[src/rtl/instr_fetch_unit.sv]
// Instruction fetch unit: issues word-aligned reads to the instruction memory,
// follows its fixed two-cycle read latency with a two-stage {valid, pc} pipeline,
// and buffers returned words with their PCs in a small FIFO for decode.
// Issue is credit-limited so the FIFO can never overflow, and a redirect
// flushes both the in-flight reads and the buffer in the same cycle.
module instr_fetch_unit #(
  parameter logic [31:0] RESET_PC   = 32'h0000_0000,
  parameter int          FIFO_DEPTH = 4
) (
  input  logic        clk,
  input  logic        rst_n,
  input  logic        fetch_en,
  input  logic        redirect_valid,
  input  logic [31:0] redirect_pc,
  output logic        imem_read_en,
  output logic [31:0] imem_addr,
  input  logic [31:0] imem_q,
  output logic        inst_valid,
  output logic [31:0] inst,
  output logic [31:0] inst_pc,
  input  logic        inst_ready
);

  localparam int AW = $clog2(FIFO_DEPTH);
  localparam int CW = AW + 1;
  localparam int OW = CW + 1;
  localparam logic [CW-1:0] DEPTH_C = CW'(FIFO_DEPTH);
  localparam logic [OW-1:0] DEPTH_O = OW'(FIFO_DEPTH);

  logic [31:0]   r_fetch_pc;
  logic          r_s0_valid;
  logic [31:0]   r_s0_pc;
  logic          r_s1_valid;
  logic [31:0]   r_s1_pc;
  logic [31:0]   r_fifo_inst [FIFO_DEPTH];
  logic [31:0]   r_fifo_pc   [FIFO_DEPTH];
  logic [AW-1:0] r_head;
  logic [AW-1:0] r_tail;
  logic [CW-1:0] r_count;

  logic [CW-1:0] w_inflight;
  logic [OW-1:0] w_occupancy;
  logic          w_issue;
  logic          w_push;
  logic          w_pop;
  logic          w_unused;

  // Credits: buffered entries plus reads still travelling through memory.
  // A pop in this cycle is deliberately not counted until the next cycle.
  assign w_inflight  = CW'(r_s0_valid) + CW'(r_s1_valid);
  assign w_occupancy = {1'b0, r_count} + {1'b0, w_inflight};
  assign w_issue     = rst_n & fetch_en & ~redirect_valid & (w_occupancy < DEPTH_O);

  assign imem_read_en = w_issue;
  assign imem_addr    = {r_fetch_pc[31:2], 2'b00};

  // A redirect kills the response landing this cycle and any pop of the old head.
  assign w_push = r_s1_valid & ~redirect_valid;
  assign inst_valid = (r_count != '0);
  assign w_pop  = inst_valid & inst_ready & ~redirect_valid;

  assign inst    = inst_valid ? r_fifo_inst[r_head] : 32'h0;
  assign inst_pc = inst_valid ? r_fifo_pc[r_head]   : 32'h0;

  // Low address bits are always treated as zero.
  assign w_unused = &{1'b0, redirect_pc[1:0], r_fetch_pc[1:0]};

  // Fetch PC: reload on redirect, otherwise step one word per issued request.
  always_ff @(posedge clk) begin
    if (!rst_n) begin
      r_fetch_pc <= RESET_PC;
    end else if (redirect_valid) begin
      r_fetch_pc <= {redirect_pc[31:2], 2'b00};
    end else if (w_issue) begin
      r_fetch_pc <= r_fetch_pc + 32'd4;
    end
  end

  // Read-latency tracker; clearing the valids is what drops stale memory data.
  always_ff @(posedge clk) begin
    if (!rst_n || redirect_valid) begin
      r_s0_valid <= 1'b0;
      r_s1_valid <= 1'b0;
    end else begin
      r_s0_valid <= w_issue;
      r_s1_valid <= r_s0_valid;
    end
    r_s0_pc <= imem_addr;
    r_s1_pc <= r_s0_pc;
  end

  // Per-entry buffer storage, written at the tail when a response lands.
  generate
    for (genvar gi = 0; gi < FIFO_DEPTH; gi++) begin : g_entry
      // Capture the returned word and its PC into this slot.
      always_ff @(posedge clk) begin
        if (w_push && (r_tail == AW'(gi))) begin
          r_fifo_inst[gi] <= imem_q;
          r_fifo_pc[gi]   <= r_s1_pc;
        end
      end
    end
  endgenerate

  // Head/tail pointers and occupancy; a redirect empties the buffer outright.
  always_ff @(posedge clk) begin
    if (!rst_n || redirect_valid) begin
      r_head  <= '0;
      r_tail  <= '0;
      r_count <= '0;
    end else begin
      if (w_push) r_tail <= r_tail + 1'b1;
      if (w_pop)  r_head <= r_head + 1'b1;
      case ({w_push, w_pop})
        2'b10:   r_count <= r_count + 1'b1;
        2'b01:   r_count <= r_count - 1'b1;
        default: r_count <= r_count;
      endcase
    end
  end

  // The credit scheme must make a write into a full buffer impossible.
  always_ff @(posedge clk) begin
    if (rst_n && w_push) begin
      assert (r_count != DEPTH_C);
    end
  end

endmodule

[config.mk]
export PLATFORM = sky130hd
export DESIGN_NAME = instr_fetch_unit
export DESIGN_NICKNAME = d
export VERILOG_FILES = /design/src/rtl/instr_fetch_unit.sv
export SDC_FILE = /design/constraint.sdc
export NUM_CORES = 1
export LEC_CHECK = 0
export CAP_MARGIN = 20
export CORE_UTILIZATION = 35
export DETAILED_ROUTE_END_ITERATION = 8
export PLACE_DENSITY_LB_ADDON = 0.12
export SLEW_MARGIN = 20
export SYNTH_ARGS = -nofsm -noshare
export SYNTH_HDL_FRONTEND = slang
export SYNTH_SLANG_ARGS = --single-unit
[constraint.sdc]
create_clock -name clk -period 3.3 [get_ports clk]
set_input_delay 0.66 -clock clk [delete_from_list [all_inputs] [get_ports clk]]
set_output_delay 0.66 -clock clk [all_outputs]
set_load 0.02 [all_outputs]
### Yosys cells after proc, flatten, opt, wreduce, memory -nomap -nowiden

Memories as Yosys holds them, arrays and structs flattened. A register that Yosys moved wholly into a read port is not among the register bits.
Index checks and enable logic that the tools add are counted.

| cells by class | value |
|---|---|
| equality and inequality tests | 5 |
| bitwise logic cells | 8 |
| add/sub/neg operators | 7 |
| magnitude comparators | 1 |
| muxes and demuxes | 35 |
| reduce and logical (&&, ||, !) cells | 17 |

Operators by type and width:

| cell | count |
|---|---|
| 2-to-1 mux 32 bit | 7 |
| OR reduction 32 bit | 3 |
| 2-to-1 mux 30 bit | 3 |
| OR reduction 30 bit | 3 |
| adder 32 x 3 -> 32 bit, second input constant | 1 |
| 2-to-1 mux 2 bit | 10 |
| 2-to-1 mux 1 bit | 14 |
| AND 1 bit | 6 |
| equality test 2 bit, second input constant | 3 |
| case mux 3 bit (2 select lines) | 1 |
| adder 2 x 1 -> 2 bit, second input constant | 2 |
| adder 3 x 2 -> 4 bit | 1 |
| equality test 2 x 1 -> 1 bit, second input constant | 2 |
| logical AND 1 bit | 4 |
| < comparator 4 x 3 -> 1 bit, second input constant | 1 |
| nonzero test 2 bit | 2 |
| adder 3 x 1 -> 3 bit, second input constant | 1 |
| nonzero test 3 bit | 1 |
| subtractor 3 x 1 -> 3 bit, second input constant | 1 |
| adder 1 x 1 -> 2 bit | 1 |
| zero test 2 bit | 1 |
| inverter 1 bit | 2 |
| OR reduction 2 bit | 1 |
| zero test 1 bit | 1 |
| logical OR 1 bit | 1 |

| storage, ports and cells | value |
|---|---|
| memories kept | 2 |
| output and inout bits | 98 |
| bits of input ports | 69 |
| logic and storage cells | 84 |
| register bits after elaboration | 101 |
| RAM bits | 248 |

Memories:

| memory | words | width | rd ports | clocked after memory_dff | write ports | line | source |
|---|---|---|---|---|---|---|---|
| r_fifo_inst | 4 | 32 | 1 | 1 | 1 | 35 | `logic [31:0] r_fifo_inst [FIFO_DEPTH];` |
| r_fifo_pc | 4 | 30 | 1 | 1 | 1 | 36 | `logic [31:0] r_fifo_pc [FIFO_DEPTH];` |

### Logic depth before layout (Yosys ltp)

Gate-level depths: netlist of the first run.

| logic depth | value |
|---|---|
| depth in word-level cells | 9 |
| gate-level depth with buffers | 9 |
| depth with buffers taken out | 8 |

### Worst setup path before layout of the first run

Ideal clock, no wire load.

| path | value |
|---|---|
| kind | input to register |
| start point | input port redirect_valid |
| end point | memory r_fifo_inst[0][0] (enable) |
| slack | 0.321 ns |
| data arrival time | 2.553 ns |
| cell stages on the path | 3 |
| library setup time | 0.427 ns |
| path through | clkbuf_1 > nor2b_1 > and2_1 |

| between the ends | value |
|---|---|
| cells in the longest elaborated chain, start to end | 9 |
| elaborated cells between the ends (all ways) | 23 |
| classes of those cells | 14 x mux; 2 x bitwise; 7 x reduce/logical |

Ends and longest elaborated chain:

| element | line | source |
|---|---|---|
| start, declared | 13 | `input logic redirect_valid,` |
| inverter 1 bit * | 58 | `assign w_push = r_s1_valid & ~redirect_valid;` |
| AND 1 bit * | 58 |  |
| logical AND 1 bit | 97 | `if (w_push && (r_tail == AW'(gi))) begin` |
| 2-to-1 mux 1 bit | 97 |  |
| 2-to-1 mux 1 bit (not written as such) | 98 | `r_fifo_inst[gi] <= imem_q;` |
| OR reduction 32 bit (no source line) | -- |  |
| 2-to-1 mux 2 bit (no source line) / 2-to-1 mux 1 bit (equally long branches) (3 in a row) | -- |  |
| end, declared | 35 |  |

Every way passes the cells marked *; elsewhere a longest branch is shown, timed or not.

==> metrics.md, run 1 <==
| Metric | Value |
|---|---|
| Wire length on met2 | `13070 µm` |
| Gate Count Post-Synth | `728` |
| Minimum clock period | `3.172 ns` |
| Routed WL | `27690 µm` |
| Post-DRT Antenna Nets | `0` |
| Number of global-route vias before repair | `7338` |
| Worst slew pin tran | `0.6452 ns` |
| Startpoint types | `register` |
| Synthesized area per cell | `17.65 µm²` |
| Clock skew | `0.01022 ns` |
| Yosys warnings | `0` |
| Final hold viol count | `0` |
| Setup ws final | `0.1283 ns` |
| Library cells used by synthesis | `60` |
| Post-Syn Area | `0.01285 mm²` |
| Fin crit share | `96.11%` |
| Slowest cell on the critical path | `clkdlybuf4s50_1` |
| Storage cell area | `0.009477 mm²` |
| Post-DP HPWL | `16480 µm` |
| CTS buffer count | `38` |
| FFs w/ async S/R, synth | `0%` |
| LEAKAGE | `5.373 nW` |
| Final Wtd Congestion | `0.7671` |
| Final setup violation count | `0` |
| Synth Flop Type | `edfxtp_1` |
| Logic gate share of total power | `3.2%` |
| Pre-CTS setup slack | `0.2287 ns` |
| H-tree depth | `2` |
| Top sig layer | `met4` |
| Post-CTS Resized | `0` |
| CP Capture Type | `output port` |
| # fillers | `3129` |
| Net count reported at finish | `997` |
| Min Hold Slack | `0.3252 ns` |
| Clock power frac | `44.9%` |
| Worst VDD drop | `0.2855 mV` |
| CP Max Fanout | `7` |
| Drt wl/cell | `19.62 µm` |
| Initial Util | `35.87%` |
| Global-route wire length before repair | `42910 µm` |
| HP Class | `reg -> reg` |
| RSZ-0062 raised after global routing | `false` |
| Clock slew at reported path FFs | `0.06 ns` |
| Port Buffers | `160` |
| Pint | `7.443 mW` |
| Reg-to-reg slack, setup | `0.81 ns` |
| Vias | `6933` |
| Placeable Area | `0.03583 mm²` |
| Fmax | `315.3 MHz` |
| Crit path required time | `2.64 ns` |
| Maximum clock insertion buffer count | `3` |
| Dpl cells | `1338` |
| Slew margin rel. | `56.75%` |
| GRT Util Overall | `14.92%` |
| Power, Total | `9.323 mW` |
| Setup TNS | `0 ns` |
| Yosys reg bits | `349` |
| DR iter-0 viols | `353` |
| Power per Cell Area | `565.6 mW/mm²` |
| Non-filler cells, final | `1411` |
| Total I/O pin count | `167` |
| Layout overhead on the synthesized area | `28.26%` |
| CP arrival | `2.51 ns` |
| Met1 Wirelength | `12630 µm` |
| Max-cap violation count | `0` |
| CTS sink count | `349` |
| GRT Residual Overflow | `0` |
| Vert. Die Dim | `193.6 µm` |
| Die W | `193.6 µm` |
| CTS tree | `built` |
| Fin area | `0.01648 mm²` |
| Post-synth EDFFs | `248` |
| Met3 routed wirelength | `1441 µm` |
| Multi-input gate area | `0.003178 mm²` |
| Area after DPL | `0.01518 mm²` |
| CP peak stage delay | `0.59 ns` |
| Largest net degree at the start of global routing | `65` |
| Sw Share | `20.17%` |
| Clock Latency Late Sink | `0.52 ns` |
| CTS root buffer | `clkbuf_16` |
| Worst-path cell chain | `buf_4 -> mux4_2 -> nor2b_1 -> clkdlybuf4s50_1` |
| Initial antenna violation count | `0` |
| First-pass DRT Iterations | `4` |
| Sequential power share | `51.9%` |
| Fraction of layout instances using a drive strength above 1 | `17.68%` |
| FP Rows | `69` |
| Status | `finished, final reports clean` |
| Kind of critical path | `reg -> out` |
| Drc violations | `0` |
| Antenna fix cells | `0` |
| NetSw | `1.880 mW` |
| Die Area | `0.03749 mm²` |
| Fin. max-slew vios | `0` |
| Post-synthesis sequential area ratio | `73.68%` |
| Final core occ | `46.01%` |
| Via-to-Cell Ratio | `4.914` |
==> power groups by stage <==
stage / registers, mW / logic, mW / clock network [mW]
2_1_floorplan: 4.93 / 0.0965 / 0
3_3_place_gp: 4.93 / 0.300 / 0
3_5_place_dp: 4.93 / 0.300 / 0
4_1_cts: 4.84 / 0.303 / 4.30
5_1_grt: 4.85 / 0.324 / 4.46
6_report: 4.84 / 0.301 / 4.19
==> Yosys cell counts, types with 5 or more instances <==
library cell / instances / area share [%]
edfxtp_1: 248 / 58
dfxtp_1: 101 / 16
nor2b_1: 63 / 3.1
mux4_2: 62 / 11
clkbuf_1: 21 / 0.61
nor2_1: 21 / 0.61
nand2_1: 20 / 0.58
a21oi_1: 15 / 0.58
nand3_1: 13 / 0.51
inv_1: 12 / 0.35
nand4_1: 12 / 0.58
o21ai_0: 12 / 0.47
xor2_1: 10 / 0.68
and3_1: 7 / 0.34
buf_2: 7 / 0.27
ha_1: 7 / 0.68
xnor2_1: 7 / 0.48
nor3b_1: 6 / 0.35
and4_1: 5 / 0.34
buf_4: 5 / 0.29
==> timing repair <==
action	CTS	global route
buffers inserted	3	0
hold buffers	0	0
setup endpoints to repair	27	0
==> flip-flops by register name, summed over array words and instances, names as in the netlist, named ones only <==
name         flops
r_fifo_inst    128
r_fifo_pc      120
r_fetch_pc      30
r_s0_pc         30
r_s1_pc         30
r_count          3
r_head           2
r_tail           2
r_s0_valid       1
r_s1_valid       1
==> cells in the final DEF (no fill, tap or decap), drive strengths merged, types with 16 or more instances in the layout <==
master         netlist  routed
dfxtp              101     101
nand2               21      21
edfxtp             248     248
nor2b               63      63
mux4                62      62
clkbuf              21      52
nor2                21      21
buf                 15      25
a21oi               16      16
clkdlybuf4s50        0     160
clkinv               1      16
==> worst max-delay path: cells and delay by family (launching register included) <==
family,cells,cell delay [ns]
and+or+nand+nor,1,0.19
DFF,1,0.44
buffers and inverters,2,0.83
muxes,1,0.52
==> layer usage <==
layer | up-vias | global-route usage [%]
li1 | 3204 | -
met1 | 3487 | 20.44
met2 | 198 | 23.96
met3 | 44 | 3.114
met4 | 0 | 4.356
met5 | - | 0
==> logic make-up (layout without fill, tap and decap cells) <==
group                      count (synthesis)  count (layout)  synth area share [%]
DFF                                      349             349                 73.68
other                                      1               4               0.02918
xor gates and xnor gates                  17              17                 1.159
muxes                                     67              67                 11.30
and+or+nand+nor                          168             168                 7.516
AOI/OAI and AO/OA                         68              68                 3.680
buffers and inverters                     50             269                 1.791
adders and majority gates                  8               8                0.8373
==> final cells by class <==
| class | count | area share, % |
|---|---|---|
| clock inverters | 18 | 0.7515 |
| multi-input cells | 332 | 19.28 |
| inverters | 14 | 0.3188 |
| flip-flops and latches | 349 | 57.49 |
| clock buffers | 52 | 6.968 |
| well taps | 461 | 3.499 |
| repair buffers | 185 | 11.69 |
==> final timing paths <==
| kind | startpoint | end | cells past startpoint |
|---|---|---|---|
| worst min register to register | r_s0_pc[13] | r_s1_pc[13] | 0 |
| worst min-delay path | r_s0_pc[13] | r_s1_pc[13] | 0 |
| worst max register to register | r_count[1] | r_count[2] | 9 |
| worst max-delay path | register | inst_pc[3] | 4 |
(Power assumes the default switching activity.)
==> run 2, diff against run 1 <==
--- a/config.mk
+++ b/config.mk
@@ -5,8 +5,10 @@
 export SDC_FILE = /design/constraint.sdc
 export NUM_CORES = 1
 export LEC_CHECK = 0
+export ABC_AREA = 1
 export CAP_MARGIN = 20
-export CORE_UTILIZATION = 35
+export CORE_ASPECT_RATIO = 1.4
+export CORE_UTILIZATION = 55
 export DETAILED_ROUTE_END_ITERATION = 8
 export PLACE_DENSITY_LB_ADDON = 0.12
 export SLEW_MARGIN = 20
==> metrics.md, run 2 <==
| Metric | Value |
|---|---|
| Port Buffers | `160 (unchanged)` |
| Post-synthesis sequential area ratio | `69.58% (-4.1 points)` |
| Power per Cell Area | `519.0 mW/mm² (-8.2%)` |
| Fin crit share | `96.19% (about the same)` |
| CP Max Fanout | `40 (+33)` |
| CTS buffer count | `30 (-21%)` |
| Top-count cell post-synth | `nor2_1` |
| CTS root buffer | `clkbuf_16` |
| Final setup violation count | `0 (unchanged)` |
| Power, Total | `8.652 mW (-7.2%)` |
| Largest registers | `r_fifo_inst: 128 flops, r_fifo_pc: 120 flops` |
| Clock Latency Late Sink | `0.55 ns (+0.03 ns)` |
| Yosys warnings | `0 (unchanged)` |
| Gate Count Post-Synth | `1252 (+72%)` |
| Drt wl/cell | `16.24 µm (-17%)` |
| Minimum clock period | `3.174 ns (+0.002743 ns)` |
| Initial Util | `56.37% (+21 points)` |
| Synth area leader | `edfxtp_1` |
| Clock skew | `0.01340 ns (+0.003180 ns)` |
| GR Util met3 | `2.893% (-0.22 points)` |
| CTS sink count | `349 (unchanged)` |
| Synthesized area per cell | `10.87 µm² (-38%)` |
| Most common cell after layout, fill and taps aside | `nor2_1` |
| Yosys reg bits | `349 (unchanged)` |
| FFs w/ async S/R, synth | `0% (unchanged)` |
| Startpoint types | `register` |
| Busiest grt layer | `met2` |
| Status | `finished, final reports clean` |
| M1 GR Usage | `26.96% (+6.5 points)` |
| Largest net degree at the start of global routing | `61 (-6.2%)` |
| CTS tree | `built` |
| Top-area cell type share of the netlist area | `54.72% (-3.2 points)` |
| Ranking of synthesized cells by area | `edfxtp_1 (55%), dfxtp_1 (15%), nor2_1 (8.1%)` |
| Layout overhead on the synthesized area | `22.49%` |
| Most frequent cells in the layout | `nor2_1 (291), edfxtp_1 (248), clkdlybuf4s50_1 (154)` |
| FP Rows | `67 (-2.9%)` |
| Die Area | `0.02539 mm² (-32%)` |
| Antenna fix cells | `0 (unchanged)` |
| Worst VDD drop | `0.4853 mV (+70%)` |
| Worst-path cell chain | `inv_2 -> buf_12 -> nor2_1 -> o21ai_0 -> a21oi_1 -> clkdlybuf4s50_1` |
| Kind of critical path | `reg -> out` |
| Routed WL | `28290 µm (+2.2%)` |
| Pint | `6.894 mW (-7.4%)` |
| Top cells by count, synth | `nor2_1 (295), edfxtp_1 (248), o21ai_0 (132), nand2_1 (128), dfxtp_1 (101)` |
| Final hold viol count | `0 (unchanged)` |
| Drc violations | `0 (unchanged)` |
| Sw Share | `20.31% (+0.14 points)` |
| Net count reported at finish | `1485 (+49%)` |
| Pre-CTS setup slack | `0.2720 ns (+0.04329 ns)` |
| LEAKAGE | `6.051 nW (+13%)` |
| RSZ-0062 raised after global routing | `false` |
| Total I/O pin count | `167 (unchanged)` |
| Slew margin rel. | `41.48% (-15 points)` |
| CP arrival | `2.51 ns (about the same)` |
| DR iter-0 viols | `545 (+54%)` |
| Post-synth EDFFs | `248 (unchanged)` |
| GRT Util Overall | `22.72% (+7.8 points)` |
| CP peak stage delay | `0.65 ns (+0.06 ns)` |
| Multi-input gate area | `0.003623 mm² (+14%)` |
| # fillers | `1818 (-42%)` |
| Clock power frac | `40.6% (-4.3 points)` |
| Maximum clock insertion buffer count | `3 (unchanged)` |
| Initial antenna violation count | `0 (unchanged)` |
| Met2 usage | `41.53% (+18 points)` |
| Fmax | `315.0 MHz (about the same)` |
| NetSw | `1.757 mW (-6.5%)` |
| Die W | `134.9 µm (-30%)` |
| Slowest cell on the critical path | `clkdlybuf4s50_1` |
| Vert. Die Dim | `188.1 µm (-2.8%)` |
| Area after DPL | `0.01561 mm² (+2.9%)` |
| Post-DRT Antenna Nets | `0 (unchanged)` |
| First-pass DRT Iterations | `5 (+1)` |
| Min Hold Slack | `0.3243 ns (-0.0009250 ns)` |
| Via-to-Cell Ratio | `5.360 (+9.1%)` |
| Vias | `9337 (+35%)` |
| Fin area | `0.01667 mm² (+1.1%)` |
| Logic gate share of total power | `3.6% (+0.4 points)` |
| Sequential power share | `55.8% (+3.9 points)` |
| Setup ws final | `0.1256 ns (-0.002743 ns)` |
| Crit path required time | `2.64 ns (about the same)` |
| Fin. max-slew vios | `0 (unchanged)` |
| HP Class | `reg -> reg` |
| Library cells used by synthesis | `35 (-42%)` |
| Fraction of layout instances using a drive strength above 1 | `8.101% (-9.6 points)` |
| CP Capture Type | `output port` |
| Max-cap violation count | `0 (unchanged)` |
| Top reg by flops | `r_fifo_inst` |
| Clock slew at reported path FFs | `0.07 ns (about the same)` |
| Final Wtd Congestion | `0.8817 (+15%)` |
| Post-Syn Area | `0.01361 mm² (+5.9%)` |
| Worst slew pin tran | `0.8745 ns (+0.2293 ns)` |
| H-tree depth | `1 (-1)` |
| GRT Residual Overflow | `0 (unchanged)` |
| Global-route wire length before repair | `45030 µm (+4.9%)` |
| Post-DP HPWL | `16490 µm (about the same)` |
| Placeable Area | `0.02414 mm² (-33%)` |
| Max reg flops | `128 (unchanged)` |
| Storage cell area | `0.009474 mm² (about the same)` |
| Synth Flop Type | `edfxtp_1` |
| Number of global-route vias before repair | `9140 (+25%)` |
run 2: cell types whose count changed after synthesis, sizes merged, moves of 49 or more:
cell | previous run | this run
a21oi | 16 | 99
nand3 | 14 | 63
nor2b | 63 | 0
mux4 | 62 | 0
o21ai | 12 | 136
nand2 | 21 | 136
nor2 | 21 | 308
inv | 13 | 68
run 2: layer usage:
layer  vias to the layer above  part of all wire [%]
li1                       4552                     -
met5                         -                     0
met3                        60                   5.9
met2                       320                    51
met4                         0                   2.9
met1                      4405                    40
run 2: path summary, 6_finish.rpt:
path	start	slack, ns	depth (start not counted)	to
worst max register to register	r_count[0]	1.03	6	r_fetch_pc[3]
worst max-delay path	register	0.13	6	inst_pc[16]
worst min register to register	r_s0_pc[29]	0.32	0	r_s1_pc[29]
worst min-delay path	r_s0_pc[29]	0.32	0	r_s1_pc[29]
run 2: metrics by stage:
step | instances | TNS, ns | util [%]
6_report | 1742 | 0 | 69.05
5_1_grt | 1742 | 0 | 69.05
4_1_cts | 1742 | 0 | 68.96
3_5_place_dp | 1685 | 0 | 64.67
3_3_place_gp | 1685 | 0 | 64.67
2_1_floorplan | 1255 | -153.78 | -
run 2: power groups by stage:
stage | Clock (mW) | Combinational [mW] | Sequential [mW]
3_3_place_gp | 0 | 0.309 | 4.92
4_1_cts | 3.56 | 0.314 | 4.83
3_5_place_dp | 0 | 0.312 | 4.93
6_report | 3.51 | 0.313 | 4.83
2_1_floorplan | 0 | 0.121 | 4.93
5_1_grt | 3.73 | 0.341 | 4.84
run 2: layout make-up:
type / count / area share (%)
repair buffers: 184 / 11.46
clock inverters: 16 / 0.7881
flip-flops and latches: 349 / 56.83
clock buffers: 40 / 5.292
inverters: 68 / 1.561
multi-input cells: 775 / 21.74
well taps: 310 / 2.327
run 2: repair_timing:
action                                  in CTS  in global routing
endpoints found under the setup margin      56                  6
setup buffers                                1                  0
hold buffers                                 0                  0
resized for setup                            4                  6
run 2: cells by family after synthesis:
| family | count (synthesis) | share of synthesized area, % |
|---|---|---|
| simple gates | 512 | 15.81 |
| flops | 349 | 69.58 |
| compound gates | 246 | 9.359 |
| buf+inv | 131 | 4.100 |
| fa+ha+maj | 8 | 0.7906 |
| xor+xnor | 4 | 0.2575 |
| other cells | 1 | 0.02755 |
| mux | 1 | 0.07355 |
run 2: worst max-delay path: cells and delay by family, from the launching register on:
kind / cells / cell delay [ns]
buf+inv: 3 / 1.14
compound gates: 2 / 0.35
simple gates: 1 / 0.11
flops: 1 / 0.34
==> run 3, diff against run 2 <==
--- a/config.mk
+++ b/config.mk
@@ -10,7 +10,7 @@
 export CORE_ASPECT_RATIO = 1.4
 export CORE_UTILIZATION = 55
 export DETAILED_ROUTE_END_ITERATION = 8
-export PLACE_DENSITY_LB_ADDON = 0.12
+export PLACE_DENSITY = 0.85
 export SLEW_MARGIN = 20
 export SYNTH_ARGS = -nofsm -noshare
 export SYNTH_HDL_FRONTEND = slang
==> metrics.md, run 3 (synthesis results as in run 2) <==
| Metric | Value |
|---|---|
| Status | `finished, final reports clean` |
| Area after DPL | `0.01560 mm² (-0.11%)` |
| Worst-path cell chain | `buf_16 -> nor2_1 -> nor2_1 -> o21ai_0 -> a21oi_1 -> clkdlybuf4s50_1` |
| Clock power frac | `40.2% (-0.4 points)` |
| Clock Latency Late Sink | `0.54 ns (about the same)` |
| Setup TNS | `0 ns (unchanged)` |
| Total I/O pin count | `167 (unchanged)` |
| NetSw | `1.717 mW (-2.3%)` |
| Fraction of layout instances using a drive strength above 1 | `7.714% (-0.39 points)` |
| CP peak stage delay | `0.69 ns (+0.04 ns)` |
| Drt wl/cell | `16.69 µm (+2.8%)` |
| Post-DRT Antenna Nets | `0 (unchanged)` |
| Crit path required time | `2.64 ns (about the same)` |
| # fillers | `1676 (-7.8%)` |
| First-pass DRT Iterations | `4 (-1)` |
| Port Buffers | `160 (unchanged)` |
| Clock skew | `0.01035 ns (-0.003054 ns)` |
| Maximum clock insertion buffer count | `3 (unchanged)` |
| R2R depth | `6 (unchanged)` |
| Most common cell after layout, fill and taps aside | `nor2_1` |
| Slew margin rel. | `42.72% (+1.2 points)` |
| Global-route wire length before repair | `45650 µm (+1.4%)` |
| Startpoint types | `register` |
| Fin area | `0.01665 mm² (-0.12%)` |
| Via-to-Cell Ratio | `5.347 (-0.25%)` |
| CTS buffer count | `29 (-3.3%)` |
| Hold Crit Endpoint | `r_s1_pc[3]` |
| Antenna fix cells | `0 (unchanged)` |
| Fmax | `317.2 MHz (+0.70%)` |
| Initial antenna violation count | `0 (unchanged)` |
| M1 GR Usage | `26.75% (-0.21 points)` |
| Final Wtd Congestion | `0.9008 (+2.2%)` |
| CP Max Fanout | `34 (-15%)` |
| Sequential power share | `56.2% (+0.4 points)` |
| Initial Util | `56.37% (unchanged)` |
| Reg-to-Reg Start | `r_count[0]` |
| Kind of critical path | `reg -> out` |
| HP Class | `reg -> reg` |
| FP Rows | `67 (unchanged)` |
| Final hold viol count | `0 (unchanged)` |
| GRT Residual Overflow | `0 (unchanged)` |
| Most frequent cells in the layout | `nor2_1 (291), edfxtp_1 (248), clkdlybuf4s50_1 (160)` |
| Largest net degree at the start of global routing | `69 (+13%)` |
| Final setup violation count | `0 (unchanged)` |
| Post-DP HPWL | `16860 µm (+2.3%)` |
| LEAKAGE | `5.962 nW (-1.5%)` |
| GRT Util Overall | `23.07% (+0.35 points)` |
| Fin. max-slew vios | `0 (unchanged)` |
| CP arrival | `2.49 ns (-0.02 ns)` |
| Top reg by flops | `r_fifo_inst` |
| Vias | `9282 (-0.59%)` |
| Min Hold Slack | `0.3250 ns (+0.0006560 ns)` |
| Fin crit share | `95.53% (-0.66 points)` |
| Sw Share | `19.97% (-0.33 points)` |
| Vert. Die Dim | `188.1 µm (unchanged)` |
| Met2 usage | `41.85% (+0.32 points)` |
| Number of global-route vias before repair | `9204 (+0.70%)` |
| Net count reported at finish | `1481 (-0.27%)` |
| Routed WL | `28970 µm (+2.4%)` |
| Max-cap violation count | `0 (unchanged)` |
| Hold Crit Depth | `0 (unchanged)` |
| Slowest cell on the critical path | `clkdlybuf4s50_1` |
| H-tree depth | `1 (unchanged)` |
| Largest registers | `r_fifo_inst: 128 flops, r_fifo_pc: 120 flops` |
| RSZ-0062 raised after global routing | `false` |
| GR Util met3 | `3.839% (+0.95 points)` |
| CTS sink count | `349 (unchanged)` |
| Minimum clock period | `3.153 ns (-0.02191 ns)` |
| Layout overhead on the synthesized area | `22.34%` |
| Worst slew pin tran | `0.8560 ns (-0.01853 ns)` |
| CP most frequent cell | `nor2_1` |
| Placeable Area | `0.02414 mm² (unchanged)` |
| Die Area | `0.02539 mm² (unchanged)` |
| Cts hold-fix bufs | `0 (unchanged)` |
| Worst VDD drop | `0.3539 mV (-27%)` |
| Clock slew at reported path FFs | `0.07 ns (about the same)` |
| Logic gate share of total power | `3.6% (about the same)` |
| DR iter-0 viols | `569 (+4.4%)` |
| CTS root buffer | `clkbuf_16` |
| Busiest grt layer | `met2` |
| Power per Cell Area | `516.3 mW/mm² (-0.51%)` |
| CTS tree | `built` |
| Max reg flops | `128 (unchanged)` |
| Beginning of the worst hold path | `r_s0_pc[3]` |
| Setup ws final | `0.1475 ns (+0.02192 ns)` |
| Drc violations | `0 (unchanged)` |
| Reg-to-reg slack, setup | `1.06 ns (+0.03 ns)` |
| Pint | `6.880 mW (-0.21%)` |
| Reg2reg end | `r_fetch_pc[3]` |
| Pre-CTS setup slack | `0.3478 ns (+0.07578 ns)` |
| CP Capture Type | `output port` |
| Die W | `134.9 µm (unchanged)` |
==> run 3: worst max-delay path by stage <==
stage / startpoint / to / slack (ns)
final: register / inst_pc[29] / 0.15
after global routing: register / inst_pc[10] / 0.009
after CTS: register / inst_pc[18] / 0.002
after detailed placement: rst_n / imem_read_en / 0.35
after global placement: rst_n / imem_read_en / 0.35
after floorplan: redirect_valid / r_fifo_inst[0][0] / -0.62
==> run 3: final cells by class <==
class | count | area, µm² | share of cell area [%]
timing repair buffer | 181 | 1917 | 11.51
tap | 310 | 387.9 | 2.330
clock buffer | 37 | 840.8 | 5.050
clock inverter | 16 | 141.4 | 0.8492
inverter | 68 | 265.3 | 1.593
multi-input combinational | 775 | 3623 | 21.76
sequential | 349 | 9474 | 56.90
==> run 3: per-stage QoR <==
| step | std cells | power (mW) | util, % |
|---|---|---|---|
| after floorplan | 1255 | 5.050 | - |
| after detailed placement | 1679 | 5.238 | 64.60 |
| after global routing | 1736 | 8.860 | 68.96 |
| after CTS | 1733 | 8.642 | 68.71 |
| final | 1736 | 8.597 | 68.96 |
| after global placement | 1679 | 5.225 | 64.60 |
==> run 3: repair_timing <==
action                                  4_1_cts  5_1_grt
endpoints found under the setup margin       53       27
cloned                                        0        1
resized for setup                             1        6
buffers inserted                              1        2
==> run 3: power groups by stage <==
stage               registers, mW  clock network, mW  logic, mW
global route                 4.84               3.68      0.342
floorplan                    4.93                  0      0.121
finish                       4.83               3.45      0.312
detailed placement           4.93                  0      0.311
global placement             4.92                  0      0.305
CTS                          4.83               3.50      0.313
==> run 3: metal layers <==
metal  part of all wire, %  up-vias
met5                     0        -
met4                   3.0        0
met3                   6.4       63
met2                    52      317
met1                    39     4347
li1                      -     4555
==> run 3: critical path: cells and delay by family (launching register included) <==
kind	cells	cell delay [ns]
AO/OA/AOI/OAI	2	0.34
flip-flops	1	0.52
AND/OR/NAND/NOR	2	0.17
buffers and inverters	2	0.92
